===== config.mk =====
export PLATFORM = sky130hd
export DESIGN_NAME = taxi_dma_wr_desc_split
export DESIGN_NICKNAME = d
export VERILOG_FILES = /design/src/rtl/taxi_dma_wr_desc_split.sv
export SDC_FILE = /design/constraint.sdc
export NUM_CORES = 1
export LEC_CHECK = 0
export ABC_AREA = 1
export BUFFER_PORTS_ARGS = -buffer_cell sky130_fd_sc_hd__buf_4
export CORE_ASPECT_RATIO = 1.5
export CORE_MARGIN = 3
export CORE_UTILIZATION = 25
export CTS_CLUSTER_DIAMETER = 150
export DETAILED_ROUTE_END_ITERATION = 10
export GPL_TIMING_DRIVEN = 0
export SLEW_MARGIN = 25
export SYNTH_ARGS = -nofsm -noshare
export SYNTH_HDL_FRONTEND = slang
export SYNTH_SLANG_ARGS = --single-unit

===== constraint.sdc =====
create_clock -name clk -period 6.6 [get_ports clk]
set_input_delay 0 -clock clk [delete_from_list [all_inputs] [get_ports clk]]
set_output_delay 0 -clock clk [all_outputs]
set_load 0.05 [all_outputs]

===== src/rtl/taxi_dma_wr_desc_split.sv =====
// Write-descriptor splitter placed in front of the AXI write DMA.
// It breaks one parent descriptor into segments that never cross a
// 2**SEG_LEN_W-byte destination boundary, and it limits how many segments
// can be issued but not yet completed. It merges the segment statuses and
// returns a single status for each parent.
module taxi_dma_wr_desc_split #(
    parameter int SRC_ADDR_W      = 16,
    parameter int SRC_SEL_W       = 2,
    parameter int DST_ADDR_W      = 16,
    parameter int LEN_W           = 16,
    parameter int TAG_W           = 8,
    parameter int SEG_LEN_W       = 12,
    parameter int MAX_OUTSTANDING = 4
) (
    input  logic                  clk,
    input  logic                  rst,

    input  logic [SRC_ADDR_W-1:0] s_req_src_addr,
    input  logic [SRC_SEL_W-1:0]  s_req_src_sel,
    input  logic [DST_ADDR_W-1:0] s_req_dst_addr,
    input  logic [LEN_W-1:0]      s_req_len,
    input  logic [TAG_W-1:0]      s_req_tag,
    input  logic                  s_req_valid,
    output logic                  s_req_ready,

    output logic [TAG_W-1:0]      s_sts_tag,
    output logic [3:0]            s_sts_error,
    output logic                  s_sts_valid,

    output logic [SRC_ADDR_W-1:0] m_req_src_addr,
    output logic [SRC_SEL_W-1:0]  m_req_src_sel,
    output logic [DST_ADDR_W-1:0] m_req_dst_addr,
    output logic [LEN_W-1:0]      m_req_len,
    output logic [TAG_W-1:0]      m_req_tag,
    output logic                  m_req_valid,
    input  logic                  m_req_ready,

    input  logic [3:0]            m_sts_error,
    input  logic                  m_sts_valid
);

    localparam int SW    = SEG_LEN_W + 1;
    localparam int LW1   = LEN_W + 1;
    localparam int CNT_W = $clog2(MAX_OUTSTANDING + 1);

    typedef enum logic [1:0] {IDLE, ISSUE, DRAIN, DONE} state_t;

    state_t                state;
    logic [SRC_ADDR_W-1:0] src_ptr;
    logic [DST_ADDR_W-1:0] dst_ptr;
    logic [LEN_W-1:0]      rem;
    logic [TAG_W-1:0]      tag_reg;
    logic [SRC_SEL_W-1:0]  sel_reg;
    logic [3:0]            err_reg;
    logic [CNT_W-1:0]      cnt;

    logic [SW-1:0]         space;
    logic [SW-1:0]         seg;
    logic                  hs;
    logic                  sts_ok;
    logic [CNT_W-1:0]      cnt_next;
    logic [3:0]            err_next;

    // Compute the next segment size, the outstanding count and the merged error.
    always_comb begin
        space    = (SW'(1) << SEG_LEN_W) - SW'(dst_ptr[SEG_LEN_W-1:0]);
        seg      = (LW1'(rem) < LW1'(space)) ? SW'(rem) : space;
        hs       = m_req_valid & m_req_ready;
        // A status that arrives with nothing in flight is stale and is dropped.
        sts_ok   = m_sts_valid && (cnt != '0);
        cnt_next = cnt + CNT_W'(hs) - CNT_W'(sts_ok);
        err_next = (sts_ok && err_reg == 4'd0) ? m_sts_error : err_reg;
    end

    // Parent FSM. Segment pointers move forward when a segment is loaded
    // into the output register. The register holds its value while stalled.
    always_ff @(posedge clk or posedge rst) begin
        if (rst) begin
            state          <= IDLE;
            src_ptr        <= '0;
            dst_ptr        <= '0;
            rem            <= '0;
            tag_reg        <= '0;
            sel_reg        <= '0;
            err_reg        <= '0;
            cnt            <= '0;
            s_req_ready    <= 1'b0;
            s_sts_tag      <= '0;
            s_sts_error    <= '0;
            s_sts_valid    <= 1'b0;
            m_req_src_addr <= '0;
            m_req_src_sel  <= '0;
            m_req_dst_addr <= '0;
            m_req_len      <= '0;
            m_req_tag      <= '0;
            m_req_valid    <= 1'b0;
        end else begin
            cnt         <= cnt_next;
            err_reg     <= err_next;
            s_sts_valid <= 1'b0;
            case (state)
                IDLE: begin
                    s_req_ready <= 1'b1;
                    if (s_req_valid && s_req_ready) begin
                        src_ptr     <= s_req_src_addr;
                        dst_ptr     <= s_req_dst_addr;
                        rem         <= s_req_len;
                        tag_reg     <= s_req_tag;
                        sel_reg     <= s_req_src_sel;
                        err_reg     <= 4'd0;
                        s_req_ready <= 1'b0;
                        if (s_req_len == '0) begin
                            state       <= DONE;
                            s_sts_valid <= 1'b1;
                            s_sts_tag   <= s_req_tag;
                            s_sts_error <= 4'd0;
                        end else begin
                            state <= ISSUE;
                        end
                    end
                end
                ISSUE: begin
                    if (!m_req_valid || m_req_ready) begin
                        if (rem != '0 && cnt_next < CNT_W'(MAX_OUTSTANDING)) begin
                            m_req_src_addr <= src_ptr;
                            m_req_dst_addr <= dst_ptr;
                            m_req_len      <= LEN_W'(seg);
                            m_req_tag      <= tag_reg;
                            m_req_src_sel  <= sel_reg;
                            m_req_valid    <= 1'b1;
                            src_ptr        <= src_ptr + SRC_ADDR_W'(seg);
                            dst_ptr        <= dst_ptr + DST_ADDR_W'(seg);
                            rem            <= rem - LEN_W'(seg);
                        end else begin
                            m_req_valid <= 1'b0;
                            if (rem == '0) state <= DRAIN;
                        end
                    end
                end
                DRAIN: begin
                    if (cnt_next == '0) begin
                        state       <= DONE;
                        s_sts_valid <= 1'b1;
                        s_sts_tag   <= tag_reg;
                        s_sts_error <= err_next;
                    end
                end
                default: begin
                    state       <= IDLE;
                    s_req_ready <= 1'b1;
                end
            endcase
        end
    end

endmodule


==> flow_metrics.env <==
export IMPL_finalCritPeriodShare_pct=91.70
export IMPL_slew_violations=0
export IMPL_syn_area_um2=9012
export IMPL_start_util_pct=25.52
export IMPL_worst_pin_slew_ps=1130
export IMPL_vias_per_cell=4.657
export IMPL_ys_top_cells_by_area="dfrtp_1, nand2_1, ha_1"
export IMPL_layout_nets=1576
export IMPL_worstHoldStart="s_req_len[8]"
export IMPL_drive_gt1_share_pct=16.46
export IMPL_drc=0
export IMPL_utilization_pct=33.50
export IMPL_path_max_fanout=10
export IMPL_skew_ps=13.98
export IMPL_crit_type="reg -> reg"
export IMPL_grt_use_total_pct=16.78
export IMPL_antenna_found_initial=0
export IMPL_layout_common_cells="nand2_1, inv_1, buf_4"
export IMPL_critPathRequiredTime_ps=6900
export IMPL_synth_seq_cells=137
export IMPL_synth_cell_types=49
export IMPL_finalHoldViolCount=0
export IMPL_cts_tree="built"
export IMPL_place_ws_ps=235.4
export IMPL_worstSetupEndpoint="dst_ptr[12]"
export IMPL_r2r_end="dst_ptr[12]"
export IMPL_crit_top_cell="nand2_1"
export IMPL_clock_sink_count=137
export IMPL_yosysSeqAreaShare_pct=38.04
export IMPL_wirelength_met1_um=12380
export IMPL_clk_latency_ps=450
export IMPL_wl_met3_um=1270
export IMPL_die_h_um=238.5
export IMPL_n_fill_cell=3782
export IMPL_wl_met2_um=16860
export IMPL_cts_buffers=17
export IMPL_synth_warnings=0
export IMPL_crit_path_top_delay_cell="o21ai_0"
export IMPL_crit_path_start="dst_ptr[1]"
export IMPL_grt_pass1_wl_um=49560
export IMPL_maxSlewHeadroom_pct=23.88
export IMPL_dp_hpwl_um=25060
export IMPL_htree_levels=4
export IMPL_layout_commonest_cell="nand2_1"
export IMPL_ctsRootBufferMaster="clkbuf_16"
export IMPL_topRoutingLayerUsed="met4"
export IMPL_register_area_um2=3428
export IMPL_grt_start_max_net_pins=73
export IMPL_fp_row_count=84
export IMPL_period_minus_slack_ps=6052
export IMPL_ff2ff_setup_slack_ps=550
export IMPL_endpoint_kind="flip-flop"
export IMPL_final_setup_tns_ps=0
export IMPL_pin_count=140
export IMPL_syn_inst=1235
export IMPL_area_delta_synth_final_pct=31.26
export IMPL_synth_top_cell_by_area="dfrtp_1"
export IMPL_fp_coreArea_um2=35310
export IMPL_status="complete, no violations"
export IMPL_grt_pass1_vias=8986
export IMPL_critPathArrivalTime_ps=6350
export IMPL_clockBufferDepth=2
export IMPL_diodes=0
export IMPL_regToRegStartpoint="dst_ptr[1]"
export IMPL_drtAntennaViolNets=0
export IMPL_dieWidth_um=161.0
export IMPL_rr_worst_depth=36
export IMPL_gp_congestion=0.9504
export IMPL_hp_class="in -> reg"
export IMPL_routedWlPerCell_um=16.57
export IMPL_cp_slowest_stage_delay_ps=860
export IMPL_fin_ws_ps=547.7
export IMPL_die_area_um2=38410
export IMPL_dpl_cell_area_um2=10670
export IMPL_start_kind="flip-flop"
export IMPL_wl_um=32100
export IMPL_fmax_mhz=165.2
export IMPL_path_clk_slew_ps=70
export IMPL_avgSynthCellArea_um2=7.297
export IMPL_drtPass1Iterations=5
export IMPL_io_buffers=136
export IMPL_setup_violations=0
export IMPL_synth_top_area_share_pct=38.04
export IMPL_finish_instance_area_um2=11830
export IMPL_maxCapViolCount=0
export IMPL_first_iter_violations=515
export IMPL_overflow=0
export IMPL_multi_input_area_um2=4826
export IMPL_vias=9020
[cells in the mapped netlist (all sizes together)]
cell type,number
a32oi,1
o22ai,7
or2,4
conb,1
ha,52
o31a,1
a21oi,57
a221oi,1
nand3b,3
nor3,4
o21ai,119
or4,1
and2,2
nor2,106
o21bai,1
xnor2,5
clkbuf,29
clkinv,3
o211ai,12
o211a,1
xor2,15
a31oi,15
o31ai,2
o221ai,2
nand2,387
fa,4
buf,11
dfrtp,137
nand3,76
a21boi,1
a22oi,1
mux2,1
inv,153
nor4,8
nand4,12
[routing by layer]
metal	vias to the layer above	track usage [%]
li1	4445	-
met1	4243	18.27
met2	258	31.32
met3	74	2.028
met4	0	9.340
met5	-	0
[logic make-up (layout without fill, tap and decap cells)]
| group | count (synthesis) | in the layout | synth area share, % |
|---|---|---|---|
| fa+ha+maj | 56 | 56 | 8.108 |
| buf+inv | 196 | 423 | 8.635 |
| xor+xnor | 20 | 20 | 1.944 |
| compound gates | 221 | 221 | 13.44 |
| flops | 137 | 137 | 38.04 |
| other cells | 1 | 3 | 0.04161 |
| mux | 1 | 1 | 0.1249 |
| simple gates | 603 | 603 | 29.67 |
[critical path, delay by kind of cell (launching register included)]
kind | cells | cell delay, ps
simple gates | 22 | 2290
compound gates | 6 | 1610
fa+ha+maj | 3 | 950
buf+inv | 5 | 650
flops | 1 | 400
[final cells by class]
cell class / instances / area share (%)
Inverter: 156 / 5.013
Timing Repair Buffer: 197 / 13.94
Sequential cell: 137 / 28.98
Buffer: 40 / 1.650
Tap cell: 473 / 5.003
Clock inverter: 8 / 0.6134
Multi-Input combinational cell: 904 / 40.79
Clock buffer: 22 / 4.008
[worst min-delay path by stage]
stage	endpoint	cells after the start
floorplan	sel_reg[0]	2
global placement	tag_reg[6]	3
detailed placement	m_req_dst_addr[2]	2
CTS	rem[4]	5
global route	rem[15]	5
finish	rem[8]	5
[metrics by stage]
step,std cells,hold WS [ps]
finish,1937,19.97
global placement,1846,223.8
global route,1937,44.77
detailed placement,1847,77.48
floorplan,1237,116.6
CTS,1937,12.84
[repair_timing]
| action | in CTS | in global routing |
|---|---|---|
| resized for setup | 0 | 12 |
| endpoints found under the setup margin | 0 | 4 |
| setup buffers | 0 | 0 |
| hold buffers | 60 | 0 |
| hold endpoints to repair | 136 | 0 |
Power is not shown: default switching activity piles up to over one toggle a cycle in this logic, so the estimate is an artifact.
